## config.mk

```make
export PLATFORM = sky130hd
export DESIGN_NAME = adc_serial_ctrl
export DESIGN_NICKNAME = d
export VERILOG_FILES = /design/src/rtl/adc_pkg.sv /design/src/rtl/adc_serial_ctrl_sclk_div.sv /design/src/rtl/adc_serial_ctrl.sv
export SDC_FILE = /design/constraint.sdc
export NUM_CORES = 1
export LEC_CHECK = 0
export CAP_MARGIN = 20
export CORE_MARGIN = 1.5
export CORE_UTILIZATION = 50
export CTS_BUF_LIST = sky130_fd_sc_hd__clkbuf_4 sky130_fd_sc_hd__clkbuf_8
export DETAILED_ROUTE_END_ITERATION = 10
export GPL_ROUTABILITY_DRIVEN = 0
export PLACE_DENSITY = 0.77
export SLEW_MARGIN = 20
export SYNTH_ARGS = -nofsm -noshare
export SYNTH_HDL_FRONTEND = slang
export SYNTH_SLANG_ARGS = --single-unit
```

## constraint.sdc

```tcl
create_clock -name s_clk -period 2.1 [get_ports s_clk]
set_clock_uncertainty 0.2 [all_clocks]
set_input_delay 0.21 -clock s_clk [delete_from_list [all_inputs] [get_ports s_clk]]
set_output_delay 0.21 -clock s_clk [all_outputs]
set_load 0.005 [all_outputs]
```

## src/rtl/adc_pkg.sv

```systemverilog
// Shared types and default constants for the serial ADC read controller.
package adc_pkg;

  typedef enum logic [1:0] {
    IDLE  = 2'd0,
    SETUP = 2'd1,
    SHIFT = 2'd2,
    QUIET = 2'd3
  } adc_state_e;

  localparam int ADC_CLK_DIV    = 25;
  localparam int ADC_FRAME_BITS = 16;
  localparam int ADC_DATA_W     = 12;

endpackage

```

## src/rtl/adc_serial_ctrl_sclk_div.sv

```systemverilog
// Half-period tick generator for the ADC serial clock: one-cycle half_tick
// every CLK_DIV cycles while enabled, count cleared on frame start.
module sclk_div #(
  parameter int CLK_DIV = 25
) (
  input  logic s_clk,
  input  logic s_rst_n,
  input  logic clr,
  input  logic en,
  output logic half_tick
);

  localparam int CNT_W = (CLK_DIV > 1) ? $clog2(CLK_DIV) : 1;
  localparam logic [CNT_W-1:0] CNT_MAX = CNT_W'(CLK_DIV - 1);

  logic [CNT_W-1:0] cnt_q, cnt_d;

  always_comb begin
    cnt_d = cnt_q;
    if (clr) begin
      cnt_d = '0;
    end else if (en) begin
      cnt_d = (cnt_q == CNT_MAX) ? '0 : cnt_q + 1'b1;
    end
  end

  always_ff @(posedge s_clk or negedge s_rst_n) begin
    if (!s_rst_n) begin
      cnt_q <= '0;
    end else begin
      cnt_q <= cnt_d;
    end
  end

  assign half_tick = en && !clr && (cnt_q == CNT_MAX);

endmodule

```

## src/rtl/adc_serial_ctrl.sv

```systemverilog
// Serial ADC read controller: on an adc_en pulse, runs one chip-select frame,
// captures adc_dout on each SCLK rise and returns the low DATA_W bits.
module adc_serial_ctrl
  import adc_pkg::*;
#(
  parameter int CLK_DIV    = ADC_CLK_DIV,
  parameter int FRAME_BITS = ADC_FRAME_BITS,
  parameter int DATA_W     = ADC_DATA_W
) (
  input  logic              s_clk,
  input  logic              s_rst_n,
  input  logic              adc_en,
  input  logic              adc_dout,
  output logic              adc_cs_n,
  output logic              adc_sclk,
  output logic [DATA_W-1:0] adc_data,
  output logic              adc_vld,
  output logic              busy,
  output adc_state_e        state_dbg
);

  localparam int BIT_W = $clog2(FRAME_BITS + 1);
  localparam logic [BIT_W-1:0] LAST_BIT = BIT_W'(FRAME_BITS - 1);

  adc_state_e              state_q, state_d;
  logic                    cs_n_q, cs_n_d;
  logic                    sclk_q, sclk_d;
  logic [DATA_W-1:0]       data_q, data_d;
  logic                    vld_q, vld_d;
  logic                    busy_q, busy_d;
  logic [BIT_W-1:0]        bit_cnt_q, bit_cnt_d;
  logic [FRAME_BITS-1:0]   sh_q, sh_d;
  logic [FRAME_BITS-1:0]   sh_next;

  logic div_clr;
  logic div_en;
  logic half_tick;

  assign div_clr = (state_q == IDLE) && adc_en;
  assign div_en  = (state_q != IDLE);

  sclk_div #(
    .CLK_DIV (CLK_DIV)
  ) u_sclk_div (
    .s_clk     (s_clk),
    .s_rst_n   (s_rst_n),
    .clr       (div_clr),
    .en        (div_en),
    .half_tick (half_tick)
  );

  // Sample taken on the same edge that registers SCLK high: mid-bit for an
  // ADC that changes its output on falling edges.
  assign sh_next = FRAME_BITS'({sh_q, adc_dout});

  always_comb begin
    state_d   = state_q;
    cs_n_d    = cs_n_q;
    sclk_d    = sclk_q;
    data_d    = data_q;
    vld_d     = 1'b0;
    busy_d    = busy_q;
    bit_cnt_d = bit_cnt_q;
    sh_d      = sh_q;
    case (state_q)
      IDLE: begin
        if (adc_en) begin
          state_d   = SETUP;
          cs_n_d    = 1'b0;
          busy_d    = 1'b1;
          bit_cnt_d = '0;
        end
      end
      SETUP: begin
        if (half_tick) begin
          state_d = SHIFT;
          sclk_d  = 1'b1;
          sh_d    = sh_next;
        end
      end
      SHIFT: begin
        if (half_tick) begin
          if (sclk_q) begin
            sclk_d = 1'b0;
          end else if (bit_cnt_q == LAST_BIT) begin
            state_d = QUIET;
            cs_n_d  = 1'b1;
            vld_d   = 1'b1;
            data_d  = sh_q[DATA_W-1:0];
          end else begin
            sclk_d    = 1'b1;
            bit_cnt_d = bit_cnt_q + 1'b1;
            sh_d      = sh_next;
          end
        end
      end
      QUIET: begin
        if (half_tick) begin
          state_d = IDLE;
          busy_d  = 1'b0;
        end
      end
      default: begin
        state_d = IDLE;
      end
    endcase
  end

  always_ff @(posedge s_clk or negedge s_rst_n) begin
    if (!s_rst_n) begin
      state_q   <= IDLE;
      cs_n_q    <= 1'b1;
      sclk_q    <= 1'b0;
      data_q    <= '0;
      vld_q     <= 1'b0;
      busy_q    <= 1'b0;
      bit_cnt_q <= '0;
      sh_q      <= '0;
    end else begin
      state_q   <= state_d;
      cs_n_q    <= cs_n_d;
      sclk_q    <= sclk_d;
      data_q    <= data_d;
      vld_q     <= vld_d;
      busy_q    <= busy_d;
      bit_cnt_q <= bit_cnt_d;
      sh_q      <= sh_d;
    end
  end

  assign adc_cs_n  = cs_n_q;
  assign adc_sclk  = sclk_q;
  assign adc_data  = data_q;
  assign adc_vld   = vld_q;
  assign busy      = busy_q;
  assign state_dbg = state_q;

endmodule

```

==> results.md, run 1 <==
* Nets at between 200 and 250
* Core area at between 0.003 and 0.004 mm2
* DIE AREA at ~0.0041 mm2
* Max Cap Viol at 0
* Crit Path Category: reg2reg
* Tightest hold margin at between 0.2 and 0.25 ns
* Hold Crit Class: in2async
* Worst vdd ir at between 0.4 and 0.5 mV
* CTS tree: built
* FP Rows at 22
* Avg Vias per Cell at around 5.5
* H-tree levels at 2
* Fin crit share at between 90% and 100%
* CP startpoint: state_dbg[0]
* Syn Area/Cell at approximately 12 um2
* Chip height at 64.2 um
* GRT Total Usage at about a fifth
* Synthesized flop and latch total at 40
* Clock Sinks at 40
* Synthesized area at around 0.0019 mm2
* R2R cell count at 7
* Pwr/cell area at about 560 mW/mm2
* Arrival time of the worst setup path at 2.05 ns
* Post-DP HPWL at 2.52 mm
* Synth warn at 0
* Initial antenna violation count at 0
* Most frequent cells in the layout: dfrtp_1, mux2_2, clkdlybuf4s50_1
* WL/cell at 15.7 um
* Fmax at 0.480 GHz
* Worst-case clock buffer depth at 2
* Via count of the first global-routing pass at around 1,300
* Rel. slew slack at between 60 and 70%
* Remaining routing DRC violations at 0
* Vias at ~1,300
* Worst-Margin Slew at 0.591 ns
* Crit start category: flop
* Post-synth net total at 163
* Drt pass-1 iters at 4
* RSZ-0062 raised after global routing: true
* Netlist cell types at 35
* Pleak at about 0.0012 uW
* Critical Path RT at 2.07 ns
* Outcome: completed
* First-pass GRT wire length at between 6 and 7 mm
* Drt initial violations at 52
* Grt ovf at 0
* Max Fanout on Critical Path at 12
* Synthesis-to-finish area growth at 29.9%
* Post-Syn Instances at 150
* Inserted Clock Buffers at 5
* Count of final hold-check violations at 0
* PortBufs at 21
* Fin crit period at roughly 2.1 ns
* Die Width at between 60 and 70 um
* Insertion delay to the later sink of the worst-skew pair at ~0.29 ns
* Initial core utilization at 51.5%
* Worst setup EP type: flop
* Number of I/O pins at 22
* DRT antenna net count at 0
* Largest net degree at the start of global routing at 27
* Final setup fails at 0
* Final Util at about two thirds
* CTS root buf: clkbuf_8
* Sequential area share after synthesis at between 50% and 60%
* Reg clk slew, reported paths at around 0.080 ns
* Most common cell after layout, fill and taps aside: dfrtp_1
* ANT cells at 0
* Final setup TNS at 0 ns
* Final wirelength at around 3.8 mm
* Slew Limit Fails at 0
* Crit Reg-Reg Startpoint: state_dbg[0]
* Layout cells sized above 1 at between 30% and 40%
==> through the flow <==
step	std cells	area (um2)	setup slack, ns	power, uW
2_1_floorplan	150	1890	0.00135	789
3_3_place_gp	228	2230	0.0468	814
3_5_place_dp	228	2230	-0.0102	815
4_1_cts	238	2360	-0.00790	1350
5_1_grt	243	2430	-0.0672	1390
6_report	243	2430	0.0156	1350
==> what timing repair did <==
action,4_1_cts,5_1_grt
hold buffers,1,0
endpoints found under the hold margin,23,0
buffers inserted,1,4
gates resized for setup,3,10
endpoints found under the setup margin,14,24
pin swaps,3,4
cloned,0,1
==> power by group <==
part / switching [uW] / internal (uW) / total [uW]
logic: 17.9 / 10.8 / 28.7
clock network: 259 / 294 / 553
registers: 0.645 / 771 / 771
total: 277 / 1080 / 1350
==> routing by layer <==
layer / wire, um / GRT usage, %
met4: 59 / 7.18
met5: 0 / 0
met2: 1990 / 33.3
met1: 1630 / 23.0
met3: 146 / 5.46
==> Yosys cell counts <==
library cell  number  area [um2]
mux2_2            26         293
nor4b_1            1        8.76
o32ai_1            1        8.76
a211o_1            1        8.76
and2_1             1        6.26
inv_1              7        26.3
nand3_1            9        45.0
nand2b_1           1        6.26
dfrtp_1           39         976
nor2_1             7        26.3
or4b_1             1        10.0
mux2_1             1        11.3
a221o_2            1        11.3
o21ai_0            4        20.0
nor3_1             6        30.0
mux2i_1            3        30.0
buf_2              1        5.00
nand2_1            7        26.3
inv_2              1        3.75
buf_6              2        22.5
nand4b_1           1        8.76
or3_1              1        6.26
buf_4              1        7.51
and4b_1            1        10.0
clkbuf_1           1        3.75
and3_1             4        25.0
a21o_2             2        17.5
nor2b_4            1        13.8
a21o_1             2        15.0
ha_1               9         113
a211o_2            1        10.0
dfstp_2            1        26.3
a21oi_1            2        10.0
a2bb2oi_1          1        8.76
a22o_2             2        20.0
==> area by class of cell <==
class | instances | area, um2
fill | 303 | 1200
sequential | 40 | 1000
multi-input combinational | 97 | 856
timing repair buffer | 41 | 374
clock buffer | 8 | 97.6
tap | 48 | 60.1
inverter | 8 | 32.5
timing repair inverter | 1 | 7.51
==> registers in the layout, summed over array words and instances, names as in the netlist <==
register / cells
u_sclk_div.cnt_q: 5
busy: 1
adc_data: 12
adc_sclk: 1
adc_vld: 1
sh_q: 12
bit_cnt_q: 5
adc_cs_n: 1
state_dbg: 2
==> kinds of logic (layout without fill, tap and decap cells) <==
logic type | after synthesis | after routing | synth area share (%)
AND/OR/NAND/NOR | 41 | 41 | 11.9
AO/OA/AOI/OAI | 17 | 17 | 6.96
multiplexers | 30 | 30 | 17.9
adder cells (fa/ha/maj) | 9 | 9 | 6.02
buffers and inverters | 13 | 58 | 3.68
flip-flops | 40 | 40 | 53.6
==> worst max-delay path, stage by stage, from the launching register on <==
cell and delay, ns:
dfrtp_1 0.40, inv_2 0.09, ha_1 0.31, nor2_1 0.10, nor3_2 0.20, and2_4 0.19
buf_12 0.13, mux2_2 0.35
==> final timing paths <==
kind / end / slack, ns
max in group asynchronous: sh_q[4] / 0.91
min in group s_clk: adc_data[0] / 0.29
worst max-delay path: sh_q[4] / 0.02
worst max register to register: sh_q[4] / 0.02
worst min register to register: adc_data[0] / 0.29
worst min-delay path: busy / 0.25
Note: power is estimated with default switching activity, not from simulation.
==> run 2, diff against run 1 <==
ABC_CLOCK_PERIOD_IN_PS = 2100   (was not set)
CORE_UTILIZATION = 45   (was 50)
PLACE_DENSITY = 0.71   (was 0.77)
SLEW_MARGIN = 30   (was 20)
==> results.md, run 2 (same netlist as run 1, synthesis figures left out) <==
* Outcome: completed
* Worst-Margin Slew at 0.510 ns
* Initial core utilization at between 40% and 50%
* CTS tree: built
* Fmax at 0.478 GHz
* Clock Sinks at 40
* Worst-case clock buffer depth at 2
* Arrival time of the worst setup path at between 2 and 2.5 ns
* Nets at between 200 and 250
* Via count of the first global-routing pass at 1,384
* Synthesis-to-finish area growth at 30.4%
* Fin crit share at between 90% and 100%
* Chip height at about 67 um
* Rel. slew slack at about two thirds
* Slew Limit Fails at 0
* Crit start category: flop
* Buffers & Inverters on Critical Path at 0
* Fillers at about 300
* Crit Path Category: reg2reg
* Count of final hold-check violations at 0
* Final wirelength at 3.75 mm
* CP top delay family: simple AND/OR/NAND/NOR gates
* FF/Latch Area at 0.00100 mm2
* Most frequent cells in the layout: dfrtp_1, mux2_2, clkdlybuf4s50_1
* Crit Reg-Reg Startpoint: bit_cnt_q[0]
* Critical-path top delay cell: or4b_1
* Number of I/O pins at 22
* Hold Crit Class: reg2reg
* CTS root buf: clkbuf_8
* Crit-path cells: ha_2 > and3_4 > ha_4 > a211o_1 > or4b_1 > nand3_1
* Critical Path RT at around 2.1 ns
* Hold Startpoint: adc_data[0]
* Remaining routing DRC violations at 0
* CP startpoint: bit_cnt_q[0]
* Area of the multi-input gates at 863 um2
* GRT Total Usage at between 10% and 20%
* Max Fanout on Critical Path at 4
* H-tree levels at 2
* Die Width at 67.5 um
* DIE AREA at 0.00455 mm2
* Max Cap Viol at 0
* Grt ovf at 0
* Final non-filler cell total at approximately 240
* Core area at about 0.0040 mm2
* Inserted Clock Buffers at 5
* Drt initial violations at 45
* ANT cells at 0
* Most common cell after layout, fill and taps aside: dfrtp_1
* Placed Instances at approximately 230
* Layout cells sized above 1 at approximately 40%
* Largest net degree at the start of global routing at 41
* First-pass GRT wire length at ~6.1 mm
* WL/cell at 15.4 um
* Fin crit period at ~2.1 ns
* Total power at 1430 uW
* Initial antenna violation count at 0
* Pwr/cell area at 584 mW/mm2
* Vias at 1,319
* Worst setup EP type: flop
* Drt pass-1 iters at 4
* Worst vdd ir at 0.438 mV
* Post-DP HPWL at between 2 and 3 mm
* Max incr delay on CP at approximately 0.48 ns
* Reg clk slew, reported paths at 0.08 ns
* PortBufs at 21
* Final setup fails at 0
* Insertion delay to the later sink of the worst-skew pair at 0.29 ns
* Final Util at between 60% and 70%
* Pleak at 0.00123 uW
* Avg Vias per Cell at roughly 5.4
* DRT antenna net count at 0
* FP Rows at 23
* RSZ-0062 raised after global routing: true
run 2: changes by cell type in the layout (fill, tap and decap cells not counted), sizes merged:
cell	delta
clkbuf	-3
clkinv	+3
buf	-2
bufinv	+1
inv	-1
run 2: timing repair:
action,in CTS,in global routing
buffers inserted,0,5
cloned,0,1
pin swaps,0,10
setup endpoints to repair,12,25
hold buffers,1,0
resized for setup,2,13
hold endpoints to repair,39,0
run 2: per-stage QoR:
stage               hold WS (ns)  setup slack (ns)  area [um2]  setup TNS (ns)
floorplan                 -0.286           0.00135        1890               0
global placement          0.0885            0.0260        2220               0
detailed placement         0.101           -0.0305        2220          -0.258
CTS                        0.297           0.00775        2350               0
global route               0.308           -0.0472        2440          -0.459
finish                     0.290           0.00627        2440               0
run 2: final timing paths:
check	slack (ns)	end	depth (start not counted)
worst max-delay path	0.006	bit_cnt_q[2]	6
worst min-delay path	0.29	adc_data[0]	1
worst max register to register	0.006	bit_cnt_q[2]	6
min in group asynchronous	0.30	state_dbg[0]	3
max in group asynchronous	1.03	adc_cs_n	3
worst min register to register	0.29	adc_data[0]	1
run 2: per-layer routing:
metal,wire (um),vias to the layer above,global-route usage [%]
li1,-,616,-
met1,1580,671,20.5
met2,1990,30,31.6
met3,154,2,4.17
met4,23,0,8.42
met5,0,-,0
run 2: where the power goes:
| group | switching (uW) | internal (uW) | leakage [uW] |
|---|---|---|---|
| logic | 17.8 | 9.65 | 0.000651 |
| clock network | 275 | 352 | 0.0000541 |
| registers | 0.737 | 770 | 0.000523 |
run 2: worst reg2reg max path: cells and delay by family (launching register included):
kind | cells | cell delay (ns)
simple gates | 3 | 0.74
flops | 1 | 0.39
fa+ha+maj | 2 | 0.36
compound gates | 1 | 0.34
run 2: layout make-up:
type                       count  area share (%)
multi-input combinational     97            35.4
clock buffer                   5            2.82
tap                           50            2.57
clock inverter                 3            1.74
timing repair buffer          39            14.7
sequential                    40            41.1
inverter                       8            1.44
timing repair inverter         1           0.205
==> run 3, diff against run 2 <==
ABC_CLOCK_PERIOD_IN_PS = 2390   (was 2100)
PLACE_DENSITY = 0.68   (was 0.71)
clock period = 2.39 ns   (was 2.1 ns; I/O delays follow)
==> results.md, run 3 (same netlist as run 1, synthesis figures left out) <==
* Worst vdd ir at ~0.38 mV
* CTS root buf: clkbuf_8
* Max Fanout on Critical Path at 5
* Worst setup EP type: flop
* Max Cap Viol at 0
* Final wirelength at 3.45 mm
* Worst-case clock buffer depth at 2
* Clock group share of total power at between 40% and 50%
* CP top delay family: simple AND/OR/NAND/NOR gates
* PortBufs at 21
* Fillers at between 300 and 400
* Pre-CTS setup slack at roughly 0.19 ns
* Fin crit period at about 2.2 ns
* Most common cell on crit path: ha_1
* ANT cells at 0
* Final setup TNS at 0 ns
* Final Util at 57.1%
* Grt ovf at 0
* Largest net degree at the start of global routing at approximately 40
* GRT Total Usage at 17.8%
* Flop pwr share at around 53%
* Count of final hold-check violations at 0
* Clock Sinks at 40
* Avg Vias per Cell at between 5 and 6
* Fin crit share at 93.7%
* Arrival time of the worst setup path at between 2 and 2.5 ns
* Placed Instances at 221
* Post-DP HPWL at roughly 2.4 mm
* Most frequent cells in the layout: dfrtp_1, mux2_2, clkdlybuf4s50_1
* Drt pass-1 iters at 4
* FP Rows at 23
* Rel. slew slack at between 60% and 70%
* Core area at around 0.004 mm2
* Final non-filler cell total at 230
* Post-layout worst setup margin at between 0.1 and 0.15 ns
* RSZ-0062 raised after global routing: false
* WL/cell at 15.0 um
* DRT antenna net count at 0
* Reg clk slew, reported paths at roughly 0.08 ns
* Post-CTS repair timing setup buffer count at 0
* Buffers & Inverters on Critical Path at 0
* Vias at between 1,000 and 1,500
* Crit Reg-Reg Startpoint: bit_cnt_q[0]
* Fmax at between 0.4 and 0.5 GHz
* Post-CTS Hold Buffers at 1
* Total power at 1280 uW
* Worst-Margin Slew at a little over 0.5 ns
* CP startpoint: bit_cnt_q[0]
* Sw power at ~250 uW
* Switching share of power at 19.9%
* Critical-path top delay cell: or4b_1
* DIE AREA at between 0.004 and 0.005 mm2
* Drt initial violations at 74
* Initial core utilization at roughly 47%
* Number of I/O pins at 22
* Inserted Clock Buffers at 5
* Slew Limit Fails at 0
* Crit start category: flop
* Layout cells sized above 1 at a little over a quarter
* Gate power share at between 1.5 and 2%
* Pwr/cell area at 560 mW/mm2
* # resized after CTS at 0
* Hold Crit Class: in2async
* Insertion delay to the later sink of the worst-skew pair at roughly 0.29 ns
* Synthesis-to-finish area growth at 22.1%
* First-pass GRT wire length at approximately 6 mm
* Remaining routing DRC violations at 0
* Most common cell after layout, fill and taps aside: dfrtp_1
* Pint at about 1000 uW
* H-tree levels at 2
* Critical Path RT at around 2.4 ns
* Crit-path cells: ha_1 > and3_1 > ha_1 > a211o_1 > or4b_1 > nand3_1
* Die Width at between 60 and 70 um
* Final setup fails at 0
* Outcome: completed
* Via count of the first global-routing pass at about 1,300
* Max incr delay on CP at 0.52 ns
* CTS tree: built
* Initial antenna violation count at 0
* Nets at roughly 190
* Crit Path Category: reg2reg
* Chip height at between 60 and 70 um
* Pleak at 0.00115 uW
## run 3: cell types whose count changed in the layout (fill, tap and decap cells not counted), sizes merged
| cell | before | now |
|---|---|---|
| buf | 18 | 6 |
| clkbuf | 5 | 6 |
| clkinv | 3 | 1 |
| clkinvlp | 1 | 0 |
| inv | 7 | 8 |
## run 3: area by class of cell
| class | count | area (um2) | area share [%] |
|---|---|---|---|
| clock buffers | 6 | 82.6 | 3.62 |
| well taps | 50 | 62.6 | 2.74 |
| inverters | 8 | 30.0 | 1.32 |
| repair buffers | 27 | 268 | 11.7 |
| clock inverters | 2 | 38.8 | 1.70 |
| multi-input cells | 97 | 800 | 35.0 |
| flip-flops and latches | 40 | 1000 | 43.9 |
## run 3: routing by layer
layer	vias up	track usage [%]	wire, um
li1	592	-	-
met1	614	20.7	1470
met2	31	30.6	1780
met3	6	4.00	150
met4	0	8.93	51
met5	-	0	0
## run 3: power by group through the flow
stage / clock [uW] / sequential (uW) / combinational (uW)
finish: 580 / 678 / 21.9
global route: 622 / 678 / 25.9
CTS: 599 / 678 / 22.5
detailed placement: 0 / 691 / 21.4
global placement: 0 / 691 / 20.9
floorplan: 0 / 691 / 2.43
## run 3: final timing paths
check / endpoint / slack (ns) / cells after the start
worst max register to register: bit_cnt_q[2] / 0.15 / 6
worst max-delay path: bit_cnt_q[2] / 0.15 / 6
max in group asynchronous: adc_cs_n / 1.38 / 2
worst min register to register: adc_data[0] / 0.29 / 1
worst min-delay path: u_sclk_div.cnt_q[1] / 0.25 / 2
min in group s_clk: adc_data[0] / 0.29 / 1
## run 3: per-stage QoR
| step | area, um2 | hold slack, ns |
|---|---|---|
| after floorplan | 1870 | -0.257 |
| final | 2280 | 0.247 |
| after global routing | 2280 | 0.297 |
| after detailed placement | 2150 | 0.209 |
| after CTS | 2280 | 0.293 |
| after global placement | 2150 | 0.197 |
